### config.mk
export PLATFORM = sky130hd
export DESIGN_NAME = uart_select_writer_flat
export DESIGN_NICKNAME = d
export VERILOG_FILES = /design/src/rtl/uart_select_writer_if.sv /design/src/rtl/uart_select_writer.sv /design/src/flat_wrapper.sv
export SDC_FILE = /design/constraint.sdc
export NUM_CORES = 1
export LEC_CHECK = 0
export CAP_MARGIN = 20
export CORE_ASPECT_RATIO = 1.75
export CORE_MARGIN = 2
export CORE_UTILIZATION = 52
export CTS_CLUSTER_SIZE = 10
export DETAILED_ROUTE_END_ITERATION = 6
export MAX_ROUTING_LAYER = met4
export PLACE_DENSITY = 0.79
export SYNTH_ARGS = -nofsm -noshare
export SYNTH_HDL_FRONTEND = slang
export SYNTH_SLANG_ARGS = --single-unit
### constraint.sdc
create_clock -name clk -period 2.47 [get_ports clk]
set_clock_uncertainty 0.05 [all_clocks]
set_input_delay 0.247 -clock clk [delete_from_list [all_inputs] [get_ports clk]]
set_output_delay 0.247 -clock clk [all_outputs]
set_load 0.02 [all_outputs]
### src/rtl/uart_select_writer_if.sv
`default_nettype none
// ----------------------------------------------------------------------------
// uart_select_writer_if : command handshake and selector bus bundle
// Rev 1.0
// ----------------------------------------------------------------------------
interface uart_select_writer_if;
  logic        sel_valid;
  logic        sel_ready;
  logic        sel_release;
  logic [3:0]  sel_idx;
  logic        en;
  logic [15:0] d_bus;
  logic        active;
  logic [3:0]  cur_idx;
  logic        done;
  logic        err;

  modport master (
    output sel_valid, sel_release, sel_idx,
    input  sel_ready, en, d_bus, active, cur_idx, done, err
  );

  modport slave (
    input  sel_valid, sel_release, sel_idx,
    output sel_ready, en, d_bus, active, cur_idx, done, err
  );
endinterface
`default_nettype wire

### src/rtl/uart_select_writer.sv
`default_nettype none
// ----------------------------------------------------------------------------
// uart_select_writer : sequences one-hot channel words and enable strobe
// Rev 1.0
// ----------------------------------------------------------------------------
module uart_select_writer #(
  parameter int CHANNEL_AMOUNT = 8,
  parameter int SETUP_CYCLES   = 3,
  parameter int HOLD_CYCLES    = 3
) (
  input  logic                 clk,
  input  logic                 reset,
  uart_select_writer_if.slave  bus
);

  localparam int CNT_MAX = (SETUP_CYCLES > HOLD_CYCLES) ? SETUP_CYCLES : HOLD_CYCLES;
  localparam int CNT_W   = $clog2(CNT_MAX + 1);

  typedef enum logic [1:0] {
    S_IDLE   = 2'd0,
    S_SETUP  = 2'd1,
    S_ACTIVE = 2'd2,
    S_HOLD   = 2'd3
  } state_t;

  state_t             state_q, state_d;
  logic [CNT_W-1:0]   cnt_q, cnt_d;
  logic               en_q, en_d;
  logic [15:0]        d_bus_q, d_bus_d;
  logic [3:0]         cur_idx_q, cur_idx_d;
  logic               pend_valid_q, pend_valid_d;
  logic [3:0]         pend_idx_q, pend_idx_d;
  logic               done_pre_q, done_pre_d;
  logic               err_pre_q, err_pre_d;
  logic               done_q, done_d;
  logic               err_q, err_d;

  logic sel_ready;
  logic accept;
  logic idx_legal;
  logic cnt_last;

  assign sel_ready = ((state_q == S_IDLE) || (state_q == S_ACTIVE)) && !reset;
  assign accept    = bus.sel_valid && sel_ready;
  assign idx_legal = ({1'b0, bus.sel_idx} < 5'(CHANNEL_AMOUNT));
  assign cnt_last  = (cnt_q == CNT_W'(1));

  always_comb begin
    state_d      = state_q;
    cnt_d        = cnt_q;
    en_d         = en_q;
    d_bus_d      = d_bus_q;
    cur_idx_d    = cur_idx_q;
    pend_valid_d = pend_valid_q;
    pend_idx_d   = pend_idx_q;
    done_pre_d   = 1'b0;
    err_pre_d    = 1'b0;
    // Handshake-completion pulses surface one cycle after the accepting edge
    done_d       = done_pre_q;
    err_d        = err_pre_q;

    case (state_q)
      S_IDLE: begin
        if (accept) begin
          if (bus.sel_release) begin
            done_pre_d = 1'b1;
          end else if (!idx_legal) begin
            err_pre_d = 1'b1;
          end else begin
            d_bus_d   = 16'h0001 << bus.sel_idx;
            cur_idx_d = bus.sel_idx;
            cnt_d     = CNT_W'(SETUP_CYCLES);
            state_d   = S_SETUP;
          end
        end
      end
      S_SETUP: begin
        if (cnt_last) begin
          en_d    = 1'b1;
          done_d  = 1'b1;
          state_d = S_ACTIVE;
        end else begin
          cnt_d = cnt_q - CNT_W'(1);
        end
      end
      S_ACTIVE: begin
        if (accept) begin
          if (!bus.sel_release && idx_legal && (bus.sel_idx == cur_idx_q)) begin
            done_pre_d = 1'b1;
          end else begin
            // Illegal index degrades to a release after flagging the error
            en_d         = 1'b0;
            cnt_d        = CNT_W'(HOLD_CYCLES);
            state_d      = S_HOLD;
            err_pre_d    = !bus.sel_release && !idx_legal;
            pend_valid_d = !bus.sel_release && idx_legal;
            pend_idx_d   = bus.sel_idx;
          end
        end
      end
      S_HOLD: begin
        if (cnt_last) begin
          pend_valid_d = 1'b0;
          if (pend_valid_q) begin
            d_bus_d   = 16'h0001 << pend_idx_q;
            cur_idx_d = pend_idx_q;
            cnt_d     = CNT_W'(SETUP_CYCLES);
            state_d   = S_SETUP;
          end else begin
            d_bus_d    = 16'h0000;
            cur_idx_d  = 4'd0;
            done_pre_d = 1'b1;
            state_d    = S_IDLE;
          end
        end else begin
          cnt_d = cnt_q - CNT_W'(1);
        end
      end
      default: state_d = S_IDLE;
    endcase
  end

  always_ff @(posedge clk) begin
    if (reset) begin
      state_q      <= S_IDLE;
      cnt_q        <= '0;
      en_q         <= 1'b0;
      d_bus_q      <= 16'h0000;
      cur_idx_q    <= 4'd0;
      pend_valid_q <= 1'b0;
      pend_idx_q   <= 4'd0;
      done_pre_q   <= 1'b0;
      err_pre_q    <= 1'b0;
      done_q       <= 1'b0;
      err_q        <= 1'b0;
    end else begin
      state_q      <= state_d;
      cnt_q        <= cnt_d;
      en_q         <= en_d;
      d_bus_q      <= d_bus_d;
      cur_idx_q    <= cur_idx_d;
      pend_valid_q <= pend_valid_d;
      pend_idx_q   <= pend_idx_d;
      done_pre_q   <= done_pre_d;
      err_pre_q    <= err_pre_d;
      done_q       <= done_d;
      err_q        <= err_d;
    end
  end

  assign bus.sel_ready = sel_ready;
  assign bus.en        = en_q;
  assign bus.active    = en_q;
  assign bus.d_bus     = d_bus_q;
  assign bus.cur_idx   = cur_idx_q;
  assign bus.done      = done_q;
  assign bus.err       = err_q;

endmodule
`default_nettype wire

### src/flat_wrapper.sv
// flat-port wrapper written by rule: the top's interface ports become plain ports
module uart_select_writer_flat 
#(
  parameter int CHANNEL_AMOUNT = 8,
  parameter int SETUP_CYCLES   = 3,
  parameter int HOLD_CYCLES    = 3
)
  (clk, reset, bus_sel_valid, bus_sel_release, bus_sel_idx, bus_sel_ready, bus_en, bus_d_bus, bus_active, bus_cur_idx, bus_done, bus_err);
  uart_select_writer_if bus_i ();
  input  logic clk;
  input  logic reset;
  input wire logic [$bits(bus_i.sel_valid)-1:0] bus_sel_valid;
  input wire logic [$bits(bus_i.sel_release)-1:0] bus_sel_release;
  input wire logic [$bits(bus_i.sel_idx)-1:0] bus_sel_idx;
  output wire logic [$bits(bus_i.sel_ready)-1:0] bus_sel_ready;
  output wire logic [$bits(bus_i.en)-1:0] bus_en;
  output wire logic [$bits(bus_i.d_bus)-1:0] bus_d_bus;
  output wire logic [$bits(bus_i.active)-1:0] bus_active;
  output wire logic [$bits(bus_i.cur_idx)-1:0] bus_cur_idx;
  output wire logic [$bits(bus_i.done)-1:0] bus_done;
  output wire logic [$bits(bus_i.err)-1:0] bus_err;
  assign bus_i.sel_valid = bus_sel_valid;
  assign bus_i.sel_release = bus_sel_release;
  assign bus_i.sel_idx = bus_sel_idx;
  assign bus_sel_ready = bus_i.sel_ready;
  assign bus_en = bus_i.en;
  assign bus_d_bus = bus_i.d_bus;
  assign bus_active = bus_i.active;
  assign bus_cur_idx = bus_i.cur_idx;
  assign bus_done = bus_i.done;
  assign bus_err = bus_i.err;
  uart_select_writer #(.CHANNEL_AMOUNT(CHANNEL_AMOUNT), .SETUP_CYCLES(SETUP_CYCLES), .HOLD_CYCLES(HOLD_CYCLES)) u_core (.clk(clk), .reset(reset), .bus(bus_i));
endmodule
# == Word-level counts from Yosys, hierarchy flattened ==
# Cells that the tools add are included.
# word_totals
register_bits,34
input_bits,8
wordCells,100
# op_classes
addsub,1
n_lt_le_gt_ge,1
eq_ne,14
shift,2
muxes,51
bitwise,1
reduce_logical,19
# op_table
cell,n
16-bit 2-to-1 mux,5
16-bit one-hot mux with 2 select lines,1
"1-bit by 4-bit left shift with 16-bit output, first input constant",2
2-bit 2-to-1 mux,13
1-bit 2-to-1 mux,20
4-bit 2-to-1 mux,5
2-bit one-hot mux with 4 select lines,2
7-bit AND reduction,2
"2-bit by 1-bit inequality test with 1-bit output, second input constant",5
4-bit one-hot mux with 2 select lines,1
4-bit AND reduction,2
"2-bit inequality test, second input constant",3
1-bit one-hot mux with 2 select lines,3
2-bit nonzero test,3
1-bit logical AND,5
5-bit AND reduction,1
"2-bit by 1-bit == test with 1-bit output, second input constant",2
"2-bit == test, second input constant",2
4-bit == test,1
"4-bit less-than comparator, second input constant",1
1-bit zero test,3
"3-bit by 2-bit inequality test with 1-bit output, second input constant",1
1-bit one-hot mux with 3 select lines,1
3-bit AND reduction,1
4 further kinds,4

# == Depth between registers and ports, before layout ==
# depth
ltp_word,6
mapped_depth,8

# == Worst setup path before layout ==
# No wires, ideal clock.
# synth_timing
path_type,flip-flop to flip-flop
startpoint,reg u_core.state_q[0]
endpoint,reg u_core.state_q[0]
setup_ns,0.079
arrival_ns,1.780
required_ns,2.341
slack_ns,0.560
path_stages_with_launch,8
synth_period_minus_slack_ns,1.910
path_cell_list,dfxtp_1 -> inv_1 -> ha_1 -> or4b_1 -> nor4_2 -> nor2_2 -> and4b_4 -> a211oi_2
# synth_between
elab_chain_len,6
# synth_lines
item,line,rtl
"start, declared",uart_select_writer.sv:26,"state_t state_q, state_d;"
"start signal, assigned",uart_select_writer.sv:137,state_q <= state_d;
2-bit == test or 2-bit zero test (tied branches),"uart_select_writer.sv:43, uart_select_writer.sv:62",
1-bit logical OR,uart_select_writer.sv:43,assign sel_ready = ((state_q == S_IDLE) || (state_q == S_ACTIVE)) && !reset;
1-bit logical AND,uart_select_writer.sv:43,
1-bit logical AND,uart_select_writer.sv:44,assign accept = bus.sel_valid && sel_ready;
2-bit by 1-bit inequality test with 1-bit output (no source line),-,
7-bit AND reduction (no source line),-,
# Several ways; a longest one is shown, not always the timed one.
# A chain may end at the register's enable or synchronous reset.

# == Worst setup path in the final report ==
# layout_timing
startpoint,reg u_core.state_q[0]
endpoint,out bus_sel_ready
# layout_between
elab_chain_len,3
# layout_lines
item,line,rtl
2-bit == test or 2-bit zero test (tied branches),uart_select_writer.sv:43,
1-bit logical OR (*),uart_select_writer.sv:43,
1-bit logical AND (*),uart_select_writer.sv:43,
"end, declared",flat_wrapper.sv:15,output wire logic [$bits(bus_i.sel_ready)-1:0] bus_sel_ready;
# Every way passes the cells marked *; elsewhere a longest branch is shown, timed or not.

==> flow_summary.yaml <==
routing:
  wirelength_mm: 4.31
  ant_nets: 0
  met2WireLength_mm: 2.39
  via_per_inst: 5.83
  m1WireLength_mm: 1.62
  drt_iter0_drc: 42
  dr_wl_met3_um: 138
  first_pass_iters: 6
  remaining_drc_errors: 0
  top_layer_used: "met4"
  vias: 1649
  post_drt_wl_per_cell_um: 15.2
placed_design:
  gp_congestion: 0.877
  dp_hpwl_mm: 3.21
  io_buffer_count: 32
clock_tree:
  postCtsHoldBufs: 0
  postCtsResizedCells: 0
  tritoncts: "built"
  root_buffer: "clkbuf_8"
  clk_path_buf_depth: 2
  insertion_delay_ns: 0.29
  clkTransAtPathRegs_ns: 0.07
  cts_max_level: 2
  post_cts_buffers: 0
  cts.sinks: 34
  cts_made_buffers: 5
critical_path:
  max_stage_delay_ns: 0.61
  crit_path_end_kind: "output port"
  crit_path_end: "bus_sel_ready"
  reg2reg_slack_ns: 0.34
  start_kind: "flop"
  cp_top_family: "buffers and inverters"
  crit_buf_inv: 2
  crit_required_ns: 2.17
  crit_arrival_ns: 1.92
  path_depth: 5
  path_max_fanout: 8
  critPathKind: "reg -> out"
  crit_slowest_cell: "clkdlybuf4s50_1"
  crit_path_cell_trace: "inv_1, ha_1, nor2_1, nor2_1, clkdlybuf4s50_1"
  r2r-start: "u_core.state_q[0]"
  reg2reg_to: "u_core.state_q[0]"
  crit_path_frequent_cell: "nor2_1"
  ff2ff_path_depth: 7
  crit_start: "u_core.state_q[0]"
run:
  cap_viol_max_count: 0
outcome:
  status: "complete, no violations"
die:
  die_h_um: 81.9
  die_area_um2: 3980
  core_um2: 3360
  io_pins: 33
  rows: 28
  initial_core_util_pct: 53.6
  dieWidth_um: 48.5
timing:
  final.setup.tns_ns: 0
  slew_violations: 0
  max_slew.worst_pin.slew_ns: 0.522
  rsz0062_at_grt: "no"
  layout_worst_path_cycle_share_pct: 89.6
  fin_hold_ws_ns: 0.401
  post-route-min-period_ns: 2.21
  setup_viol_count_final: 0
  maxSlewHeadroom_pct: 65.1
  max_freq_mhz: 452
  final-hold-violation-count: 0
yosys:
  syn_avg_cell_area_um2: 8.72
  ys_types: 40
  synth_seq_cells: 34
  syn_inst: 207
  ys_seq_area_share_pct: 37.7
  syn-num-nets: 222
  synth_area_um2: 1800
  synth-warning-count: 0
global_routing:
  antenna_found_initial: 0
  grt_max_degree: 41
  grt_pass1_vias: 1542
  grt_usage_pct: 24.4
  grt_pass1_wl_mm: 7.22
  grt_overflow: 0
power_and_ir_drop:
  p_leak_uw: 0.000775
  max-vdd-ir-drop_uv: 477
  powerDensity_nw_per_um2: 649
  total_power_uw: 1470
finish:
  fillCellCount: 321
  final_cell_mix: "40 x nor2_1, 34 x dfxtp_1, 32 x clkdlybuf4s50_1"
  syn_to_final_growth_pct: 25.5
  final_common_cell: "nor2_1"
  drive_gt1_share_pct: 10.5
  fin_nets: 252
  num_antenna_cells: 0
  multi_input_area_um2: 1010
  regArea_um2: 681
min_path:
  min_path_type: "reg -> reg"
  whs_path_depth: 2
==> report_power, final <==
group	leakage (uW)	switching (uW)	internal (uW)	total, uW
Clock	0.0000575	202	281	483
Sequential	0.000277	33.1	598	631
Combinational	0.000440	192	164	356
==> state kept, by name, summed over array words and instances, names as in the netlist <==
signal and count:
u_core.state_q 2, u_core.bus.cur_idx 4, u_core.done_pre_q 1, u_core.pend_valid_q 1, u_core.err_d 1, u_core.bus.active 1, u_core.bus.err 1, u_core.cnt_q 2
u_core.pend_idx_q 4, u_core.bus.done 1, u_core.bus.d_bus 16
==> layout make-up <==
cell class              count  area share [%]
flip-flops and latches     34            30.1
clock buffers               8            4.86
well taps                  45            2.49
inverters                   7            1.16
multi-input cells         150            44.4
repair buffers             39            17.0
==> metal layers <==
metal | vias to the layer above | global-route usage, %
li1 | 815 | -
met1 | 776 | 23.5
met2 | 41 | 44.3
met3 | 17 | 5.45
met4 | 0 | 15.7
met5 | - | -
==> per-stage QoR <==
step	worst slack [ns]	utilization, %	cell area (um^2)	std cells
final	0.258	67.3	2260	283
after global routing	0.116	67.3	2260	283
after CTS	0.248	67.3	2260	283
after detailed placement	0.230	64.1	2150	275
after global placement	0.290	64.1	2150	275
after floorplan	0.560	-	1800	207
==> logic make-up (layout without fill, tap and decap cells) <==
group,count (synthesis),in the layout,synth area share [%]
compound gates,55,55,23.4
fa+ha+maj,7,7,4.85
flops,34,34,37.7
xor+xnor,3,3,1.46
buf+inv,23,54,6.73
simple gates,77,77,21.3
mux,8,8,4.58
==> cells in the mapped netlist (all sizes together) <==
cell type	n	area share, %
a21o	1	0.42
nor3	2	0.55
nor4b	1	0.49
and4b	1	0.76
a22oi	10	4.2
a311oi	6	2.9
nand2b	6	2.5
or3	1	0.35
buf	7	3.1
inv	7	1.5
a211o	1	0.55
o221ai	1	0.49
nor2	41	8.7
o21a	1	0.42
a32oi	5	2.4
o21ai	5	1.4
or4b	1	0.55
dlygate4sd1	1	0.49
and3	1	0.35
nor4	2	1.0
mux2	2	1.2
mux2i	6	3.3
xor2	3	1.5
a31oi	1	0.35
a21oi	3	0.83
a2111oi	1	0.55
ha	7	4.9
dfxtp	34	38
clkbuf	8	1.7
o31ai	1	0.42
a211oi	19	8.5
nor2b	8	2.8
nand2	5	1.0
nand3	8	2.2
==> worst min-delay path by stage <==
stage                            from              end
finish              u_core.done_pre_q  u_core.bus.done
CTS                 u_core.done_pre_q  u_core.bus.done
floorplan             bus_sel_release     u_core.err_d
detailed placement  u_core.done_pre_q  u_core.bus.done
global route        u_core.done_pre_q  u_core.bus.done
global placement         u_core.err_d   u_core.bus.err
==> worst reg2reg max path, cell delays in order, from the launching register on <==
cell	delay, ns
dfxtp_1	0.34
inv_1	0.12
ha_1	0.28
or4b_1	0.47
nor4_2	0.30
nor2_2	0.12
and4b_4	0.21
a211oi_2	0.17
Power figures use the tool's default switching activity.
